### src/rtl/uart_tx_frame.sv
// UART transmitter: start bit, DATA_WIDTH data bits LSB-first, optional parity, one stop bit.
// Parity generation is built only when UART_TX_PARITY_EN is defined; otherwise PAR_EN/PAR_TYP are ignored.
module uart_tx_frame #(
  parameter int DATA_WIDTH = 8
) (
  input  logic                  CLK,
  input  logic                  RST,
  input  logic [DATA_WIDTH-1:0] P_DATA,
  input  logic                  Data_Valid,
  input  logic                  PAR_EN,
  input  logic                  PAR_TYP,
  input  logic [5:0]            prescale,
  output logic                  TX_OUT,
  output logic                  busy
);

  localparam int BW = (DATA_WIDTH > 1) ? $clog2(DATA_WIDTH) : 1;
  localparam logic [BW-1:0] LAST_BIT = BW'(DATA_WIDTH - 1);

  typedef enum logic [2:0] {
    IDLE,
    START,
    DATA,
`ifdef UART_TX_PARITY_EN
    PARITY,
`endif
    STOP
  } state_t;

  state_t                state_q, state_d;
  logic [5:0]            cnt_q, cnt_d;
  logic [BW-1:0]         bit_q, bit_d;
  logic [DATA_WIDTH-1:0] data_q, data_d;
  logic [5:0]            plat_q, plat_d;
  logic                  tx_q, tx_d;
  logic                  busy_q, busy_d;
  logic                  bit_end;
  logic                  accept;

`ifdef UART_TX_PARITY_EN
  logic                  pen_q, pen_d;
  logic                  par_q, par_d;
`else
  logic                  unused_par;
  assign unused_par = ^{PAR_EN, PAR_TYP};
`endif

  assign bit_end = (cnt_q == plat_q - 6'd1);

  always_comb begin
    state_d = state_q;
    bit_d   = bit_q;
    data_d  = data_q;
    plat_d  = plat_q;
    accept  = 1'b0;
`ifdef UART_TX_PARITY_EN
    pen_d   = pen_q;
    par_d   = par_q;
`endif
    case (state_q)
      IDLE:  accept = Data_Valid;
      START: begin
        if (bit_end) begin
          state_d = DATA;
          bit_d   = '0;
        end
      end
      DATA: begin
        if (bit_end) begin
          if (bit_q == LAST_BIT) begin
`ifdef UART_TX_PARITY_EN
            state_d = pen_q ? PARITY : STOP;
`else
            state_d = STOP;
`endif
          end else begin
            bit_d = bit_q + 1'b1;
          end
        end
      end
`ifdef UART_TX_PARITY_EN
      PARITY: if (bit_end) state_d = STOP;
`endif
      STOP: begin
        // A strobe in the final stop cycle chains the next frame with no idle gap.
        if (bit_end) begin
          if (Data_Valid) accept = 1'b1;
          else            state_d = IDLE;
        end
      end
      default: state_d = IDLE;
    endcase

    cnt_d = (state_q == IDLE || bit_end) ? 6'd0 : cnt_q + 6'd1;

    if (accept) begin
      state_d = START;
      cnt_d   = 6'd0;
      data_d  = P_DATA;
      plat_d  = (prescale == 6'd0) ? 6'd1 : prescale;
`ifdef UART_TX_PARITY_EN
      pen_d   = PAR_EN;
      par_d   = (^P_DATA) ^ PAR_TYP;
`endif
    end
  end

  // Line and busy are registered from the current state, so they trail the FSM by one cycle.
  always_comb begin
    tx_d   = 1'b1;
    busy_d = (state_q != IDLE);
    case (state_q)
      START:  tx_d = 1'b0;
      DATA:   tx_d = data_q[bit_q];
`ifdef UART_TX_PARITY_EN
      PARITY: tx_d = par_q;
`endif
      default: tx_d = 1'b1;
    endcase
  end

  always_ff @(posedge CLK) begin
    if (!RST) begin
      state_q <= IDLE;
      cnt_q   <= '0;
      bit_q   <= '0;
      tx_q    <= 1'b1;
      busy_q  <= 1'b0;
    end else begin
      state_q <= state_d;
      cnt_q   <= cnt_d;
      bit_q   <= bit_d;
      tx_q    <= tx_d;
      busy_q  <= busy_d;
    end
  end

  always_ff @(posedge CLK) begin
    data_q <= data_d;
    plat_q <= plat_d;
`ifdef UART_TX_PARITY_EN
    pen_q  <= pen_d;
    par_q  <= par_d;
`endif
  end

  assign TX_OUT = tx_q;
  assign busy   = busy_q;

endmodule
### config.mk
export PLATFORM = sky130hd
export DESIGN_NAME = uart_tx_frame
export DESIGN_NICKNAME = d
export VERILOG_FILES = /design/src/rtl/uart_tx_frame.sv
export SDC_FILE = /design/constraint.sdc
export NUM_CORES = 1
export LEC_CHECK = 0
export ABC_CLOCK_PERIOD_IN_PS = 3550
export CAP_MARGIN = 20
export CORE_ASPECT_RATIO = 1.5
export CORE_UTILIZATION = 53
export CTS_CLUSTER_DIAMETER = 120
export DETAILED_ROUTE_END_ITERATION = 7
export PLACE_DENSITY = 0.89
export SLEW_MARGIN = 20
export SYNTH_ARGS = -nofsm -noshare
export SYNTH_HDL_FRONTEND = slang
export SYNTH_SLANG_ARGS = --single-unit
### constraint.sdc
create_clock -name CLK -period 3.55 [get_ports CLK]
set_clock_uncertainty 0.15 [all_clocks]
set_input_delay 0.355 -clock CLK [delete_from_list [all_inputs] [get_ports CLK]]
set_output_delay 0.355 -clock CLK [all_outputs]
set_load 0.01 [all_outputs]
Word-level counts from Yosys, hierarchy flattened --
Index checks and enable logic that the tools add are counted.
Operators by class: add/sub/neg operators 3, $lt $le $gt $ge 1, eq/ne operators 17, muxes and demuxes 17, bitwise operators 2, reduce and logical (&&, ||, !) cells 10
Operator list (count):
- 2-to-1 mux 3 bit | 8
- inequality test 3 bit, second input constant | 5
- inequality test 2 bit, second input constant | 7
- case mux 3 bit (4 select lines) | 1
- AND reduction 6 bit | 2
- adder 6 x 1 -> 6 bit, second input constant | 1
- equality test 3 x 2 -> 1 bit, second input constant | 2
- equality test 6 bit | 1
- logical NOT 6 bit | 1
- case mux 3 bit (2 select lines) | 1
- subtractor 6 x 1 -> 6 bit, second input constant | 1
- less-than comparator 3 x 4 -> 1 bit, second input constant | 1
- 2-to-1 mux 1 bit | 4
- case mux 1 bit (2 select lines) | 2
- AND reduction 4 bit | 1
- adder 3 x 1 -> 3 bit, second input constant | 1
- binary-select mux 1 bit (select 3 bit) | 1
- equality test 3 x 1 -> 1 bit, second input constant | 1
- equality test 3 bit, second input constant | 1
- logical NOT 3 bit | 1
- nonzero test 3 bit | 1
- OR reduction 3 bit | 1
- inverter 1 bit | 2
- nonzero test 2 bit | 1
- other kinds (2) | 2
Storage, ports and cells: register bits after elaboration 28, input bits 19

Logic depth before layout (Yosys ltp) --
Gate-level depths: netlist (run 1).
depth in word-level cells 6, depth in mapped cells 8, depth with buffers taken out 8

Worst setup path before layout (run 1) --
Ideal clock, no wire load.
path type register to register, start register plat_q[0], end register data_q[0], enable pin, setup time 0.411 ns, data arrival time 2.568 ns, slack 0.421 ns, cell stages (with the launch flop) 7, path buffers 0, cells stage by stage edfxtp_1 inv_1 ha_1 o21ba_1 a221oi_2 a41oi_2 o31ai_1
On the way: word-level cells in the longest chain between the ends 4
RTL lines:
- start, declared | RTL line 34 | logic [5:0] plat_q, plat_d;
- start signal, assigned | RTL line 140 | plat_q <= plat_d;
- subtractor 6 x 1 -> 6 bit | RTL line 48 | assign bit_end = (cnt_q == plat_q - 6'd1);
- equality test 6 bit | RTL line 48
- 2-to-1 mux 1 bit | RTL line 86 | if (bit_end) begin
- case mux 1 bit (2 select lines) | RTL line 60 | case (state_q)
- net accept | RTL line 38 | logic accept;
- end signal, assigned | RTL line 139 | data_q <= data_d;
- end, declared | RTL line 33 | logic [DATA_WIDTH-1:0] data_q, data_d;
The timed path passes the listed nets, and every way through them passes these cells. A chain may end at the register's enable or synchronous reset.

Worst setup path in the final report (run 1) --
start register plat_q[0], end register state_q[1]
On the way: word-level cells in the longest chain between the ends 5
RTL lines:
- subtractor 6 x 1 -> 6 bit * | RTL line 48
- equality test 6 bit * | RTL line 48
- 2-to-1 mux 1 bit | RTL line 86
- case mux 1 bit (2 select lines) | RTL line 60
- OR reduction 2 bit (no line)
- end signal, assigned | RTL line 130 | state_q <= state_d;
- end, declared | RTL line 30 | state_t state_q, state_d;
Every way passes the cells marked *; elsewhere a longest branch is shown, timed or not.

==> flow_summary_export.csv, run 1 <==
group,metric,value,unit
run_status,status,"complete, no violations",
detailed_routing,avgRoutedWirePerCell,14.2,um
clock_network,clockBufferDepth,2,
synthesis,syn_nets,146,
clock_network,path_clk_slew,0.14,ns
grt,grt_pass1_wl,4240,um
pwr,leakagePower,0.581,nW
clock_network,cts_tree,"yes",
grt,grt_start_max_net_pins,17,
finish,layout_commonest_cell,"clkdlybuf4s50_1",
floorplan,core_area,2500,sq um
finish,final_cell_mix,"18 x clkdlybuf4s50_1, 14 x edfxtp_1, 13 x dfxtp_1, 8 x ha_1",
min_path,worstHoldStart,"state_q[1]",
min_path,hold_class,"register to register",
place,place_congestion,0.779,
finish,n_antenna_cell,0,
sta,setup_viol,0,
clock_network,postCtsSetupBuffers,0,
sta,fmax,0.387,GHz
synthesis,synthFlopType,"edfxtp_1",
sta,hold_violations,0,
synthesis,ys_ff_latch,27,
floorplan,num_io_pins,21,
synthesis,async_flop_share,0,%
critical_path,ff2ff_setup_slack,0.97,ns
place,dp.cells,167,
pwr,powerDensity,405,nW/um^2
clock_network,numCtsBuffers,3,
place,pre_cts_ws,0.980,ns
critical_path,cp_max_fo,9,
critical_path,worstRegToRegCells,8,
synthesis,synthXorXnorAreaFrac,6.76,%
sta,fin_ws,0.968,ns
place,dp_hpwl,1950,um
detailed_routing,firstDrtPassIters,4,
critical_path,critPathCaptureType,"register",
sta,rsz0062_at_grt,"no",
sta,fin_crit_sh,72.7,%
critical_path,worstReg2RegStart,"plat_q[0]",
clock_network,cts_resized,0,
synthesis,synth_fa_ha_area_share,7.02,%
synthesis,yosys_warnings,0,
floorplan,die_h,65.5,um
synthesis,synth_cells,119,
synthesis,syn-cell-area,1430,sq um
floorplan,rows,22,
clock_network,htree_levels,1,
sta,drv_slew,0,
critical_path,r2r_end,"state_q[1]",
detailed_routing,final_antenna_net_count,0,
finish,drive_gt1_share,11.9,%
sta,worstMarginPinSlew,0.555,ns
finish,final_cells,171,
finish,fill_cells,202,
floorplan,die_w,44.3,um
clock_network,cts_sinks,27,
detailed_routing,vias,945,
finish,fin_util,66.1,%
grt,antenna_found_initial,0,
sta,setup_tns,0,ns
detailed_routing,drcViolationCount,0,
clock_network,cts_root_buf,"clkbuf_4",
job,max-cap-violations,0,
sta,fin_crit,2.58,ns
grt,globalRouteOverflowTotal,0,
synthesis,synth-compound-area-share,13.7,%
critical_path,path_class,"register to register",
detailed_routing,via_per_inst,5.53,
grt,grt_pass1_vias,991,
critical_path,arrival,2.70,ns
critical_path,cp.required,3.66,ns
clock_network,clock_latency,0.32,ns
min_path,hold_end,"state_q[1]",
floorplan,start_util,56.9,%
critical_path,startpoint_type,"register",
synthesis,synth_top_family_by_area,"simple AND/OR/NAND/NOR gates",
detailed_routing,drt_iter0_drc,23,
grt,grtUsageTotal,19.9,%
clock_network,cts_hold_buf,0,
synthesis,synth-simple-area-share,14.9,%
synthesis,synth-edff-count,14,
place,port_buffers,18,
critical_path,crit_start,"plat_q[0]",
synthesis,synth-seq-area-share,47.8,%
synthesis,avgSynthCellArea,12.0,sq um
finish,syn_to_final_growth,16.2,%
synthesis,ys_types,38,
pwr,ir_drop,0.335,mV
floorplan,die-area,2900,sq um
sta,max_slew_margin,63.0,%
synthesis,synthMuxAreaShare,5.36,%
min_path,hold_depth,2,
detailed_routing,wl,2420,um
finish,nNetsFinal,163,
-- cell type report --
| class | instances | area [sq um] | area share, % |
|---|---|---|---|
| sequential | 27 | 681 | 41.1 |
| tap | 36 | 45.0 | 2.72 |
| timing repair buffer | 19 | 188 | 11.3 |
| clock inverter | 1 | 7.51 | 0.454 |
| multi-input combinational | 78 | 686 | 41.4 |
| inverter | 7 | 26.3 | 1.59 |
| clock buffer | 3 | 22.5 | 1.36 |
-- power breakdown --
group | switching, mW | internal, mW | leakage, nW | total (mW)
combinational | 0.0816 | 0.0744 | 0.329 | 0.156
sequential | 0.0173 | 0.365 | 0.238 | 0.383
clock | 0.0887 | 0.0431 | 0.0139 | 0.132
total | 0.188 | 0.483 | 0.581 | 0.670
-- metal layers --
metal	global-route usage, %	up-vias	wire length, um
li1	-	466	-
met1	20.6	455	885
met2	37.3	20	1440
met3	2.75	4	56
met4	9.85	0	44
met5	0	-	0
-- critical path: stages (launching register included) --
cell and delay, ns:
edfxtp_1 0.43, inv_1 0.06, ha_1 0.25, o21ba_1 0.20, a221oi_2 0.29, a41oi_2 0.15, o31a_1 0.43, a2111oi_4 0.34
mux2i_1 0.21
-- synthesized netlist by cell type, drive strengths merged (4+ instances only) --
master | instances | share of area [%]
ha | 8 | 7.0
edfxtp | 14 | 29
xor2 | 4 | 2.5
nand3 | 6 | 2.1
nand2 | 5 | 1.3
inv | 7 | 1.8
nor2 | 4 | 1.1
xnor2 | 7 | 4.3
dfxtp | 13 | 18
nor3 | 6 | 2.1
clkbuf | 5 | 1.3
nand2b | 5 | 2.2
-- metrics by stage --
step	hold slack, ns	power, mW	area (sq um)
floorplan	0.267	0.494	1430
CTS	0.406	0.675	1660
finish	0.398	0.670	1660
global placement	0.358	0.537	1630
detailed placement	0.383	0.548	1630
global route	0.399	0.705	1660
-- state kept, by name, indices dropped and copies added, names as in the netlist --
name / count
bit_q: 3
cnt_q: 6
busy: 1
plat_q: 6
state_q: 2
TX_OUT: 1
data_q: 8
-- worst max-delay path by stage --
stage | slack (ns) | endpoint
final | 0.97 | state_q[1]
after global routing | 0.78 | state_q[1]
after CTS | 0.94 | state_q[1]
after detailed placement | 0.98 | state_q[1]
after global placement | 1.06 | state_q[1]
after floorplan | 0.42 | data_q[0]
-- cell families after synthesis --
group,after synthesis
mux,5
xor+xnor,11
compound gates,18
flops,27
fa+ha+maj,8
simple gates,36
buf+inv,14
No activity file was read; power rests on OpenSTA's default activity.
==> inputs of run 2 (changes only) <==
--- a/config.mk
+++ b/config.mk
@@ -5,7 +5,7 @@
 export SDC_FILE = /design/constraint.sdc
 export NUM_CORES = 1
 export LEC_CHECK = 0
-export ABC_CLOCK_PERIOD_IN_PS = 3550
+export ABC_CLOCK_PERIOD_IN_PS = 2400
 export CAP_MARGIN = 20
 export CORE_ASPECT_RATIO = 1.5
 export CORE_UTILIZATION = 53
==> constraint.sdc (replaced) <==
create_clock -name CLK -period 2.4 [get_ports CLK]
set_clock_uncertainty 0.15 [all_clocks]
set_input_delay 0.24 -clock CLK [delete_from_list [all_inputs] [get_ports CLK]]
set_output_delay 0.24 -clock CLK [all_outputs]
set_load 0.01 [all_outputs]
==> flow_summary_export.csv, run 2 (synthesis results as in run 1) <==
group,metric,value,unit
critical_path,crit_start,"plat_q[1]",
sta,worstMarginPinSlew,0.413,ns
run_status,status,"complete, no violations",
detailed_routing,routed-wl-met2,1390,um
detailed_routing,drcViolationCount,0,
detailed_routing,wl,2480,um
detailed_routing,final_antenna_net_count,0,
detailed_routing,via_per_inst,5.40,
clock_network,htree_levels,1,
sta,setup_tns,0,ns
finish,fin_util,70.4,%
grt,antenna_found_initial,0,
finish,nNetsFinal,169,
critical_path,crit_slowest_cell,"a2111oi_4",
sta,max_slew_margin,72.5,%
place,port_buffers,18,
critical_path,critPathMaxStageDelay,0.45,ns
critical_path,cp.required,2.52,ns
critical_path,arrival,2.47,ns
min_path,hold_class,"input port to register",
detailed_routing,drt_iter0_drc,9,
clock_network,numCtsBuffers,3,
critical_path,ff2ff_setup_slack,0.05,ns
grt,grt_start_max_net_pins,17,
sta,drv_slew,0,
floorplan,die_w,44.3,um
finish,reg.largest.list,"data_q: 8 flops, cnt_q: 6 flops, plat_q: 6 flops",
sta,rsz0062_at_grt,"yes",
detailed_routing,vias,956,
floorplan,die-area,2900,sq um
finish,regMostFlops,"data_q",
floorplan,core_area,2500,sq um
sta,fmax,0.426,GHz
finish,fill_cells,182,
sta,setup_viol,0,
floorplan,num_io_pins,21,
critical_path,path_class,"register to register",
grt,grt_pass1_vias,1014,
critical_path,startpoint_type,"register",
place,dp_hpwl,1910,um
finish,drive_gt1_share,20.6,%
job,max-cap-violations,0,
finish,n_antenna_cell,0,
clock_network,cts_sinks,27,
floorplan,start_util,56.9,%
grt,grt_pass1_wl,4180,um
grt,globalRouteOverflowTotal,0,
detailed_routing,wl_met3,45,um
finish,largest_reg_flops,8,
clock_network,clock_latency,0.32,ns
finish,final_cell_mix,"18 x clkdlybuf4s50_1, 14 x edfxtp_1, 13 x dfxtp_1, 7 x xnor2_1, 7 x ha_1",
place,place_congestion,0.829,
grt,grtUsageTotal,19.8,%
pwr,ir_drop,0.462,mV
min_path,worstHoldStart,"P_DATA[4]",
clock_network,clockBufferDepth,2,
finish,syn_to_final_growth,23.8,%
clock_network,path_clk_slew,0.14,ns
critical_path,cp_max_fo,6,
pwr,powerDensity,595,nW/um^2
critical_path,path_cells,"inv_2, ha_4, nand3_2, a221oi_2, a41oi_2, buf_4, a2111oi_4, nand3_1, a21boi_1",
detailed_routing,highest_layer,"met4",
sta,fin_crit,2.35,ns
sta,hold_slack,0.308,ns
clock_network,cts_root_buf,"clkbuf_4",
critical_path,worstReg2RegStart,"plat_q[1]",
clock_network,cts_tree,"yes",
detailed_routing,drt-met1-wl,967,um
floorplan,rows,22,
finish,layout_commonest_cell,"clkdlybuf4s50_1",
sta,fin_crit_sh,97.8,%
clock_network,cts_hold_buf,0,
detailed_routing,avgRoutedWirePerCell,14.0,um
sta,hold_violations,0,
critical_path,critPathCaptureType,"register",
floorplan,die_h,65.5,um
detailed_routing,firstDrtPassIters,4,
pwr,leakagePower,0.601,nW
## run 2: final timing paths
kind	endpoint	depth (start not counted)
worst min register to register	bit_q[1]	2
worst min-delay path	data_q[4]	1
worst max register to register	bit_q[1]	9
worst max-delay path	bit_q[1]	9
## run 2: layer usage
layer  track usage, %  vias to the layer above
met1             19.2                      459
met4             10.2                        0
li1                 -                      476
met2             38.8                       15
met5                0                        -
met3             1.65                        6
## run 2: area by class of cell
| cell class | count | area [sq um] | share of cell area [%] |
|---|---|---|---|
| Inverter | 7 | 26.3 | 1.49 |
| Multi-Input combinational cell | 78 | 737 | 41.8 |
| Sequential cell | 27 | 681 | 38.6 |
| Tap cell | 36 | 45.0 | 2.55 |
| Clock inverter | 1 | 7.51 | 0.426 |
| Timing Repair Buffer | 25 | 245 | 13.9 |
| Clock buffer | 3 | 22.5 | 1.28 |
## run 2: repair_timing
item,CTS,global route
pin swaps,5,10
setup buffers,1,0
setup endpoints to repair,5,5
gates resized for setup,5,8
## run 2: stage by stage
step / setup WS, ns / instances / area [sq um] / power (mW)
final: 0.0529 / 177 / 1760 / 1.05
after detailed placement: -0.0491 / 172 / 1680 / 0.844
after global routing: -0.102 / 177 / 1760 / 1.10
after floorplan: 0.00966 / 119 / 1440 / 0.738
after global placement: 0.0551 / 172 / 1680 / 0.827
after CTS: 0.00438 / 177 / 1740 / 1.05
## run 2: critical path, delay by kind of cell, from the launching register on
| family | cells | cell delay, ns |
|---|---|---|
| AOI/OAI and AO/OA | 4 | 1.01 |
| adders and majority gates | 1 | 0.16 |
| buffers and inverters | 2 | 0.31 |
| DFF | 1 | 0.44 |
| and+or+nand+nor | 2 | 0.23 |
## run 2: where the power goes
group          switching [mW]  total [mW]  internal, mW  leakage [nW]
registers              0.0272       0.567         0.540         0.238
logic                   0.142       0.287         0.145         0.349
clock network           0.131       0.195        0.0638        0.0139
total                   0.300        1.05         0.749         0.601
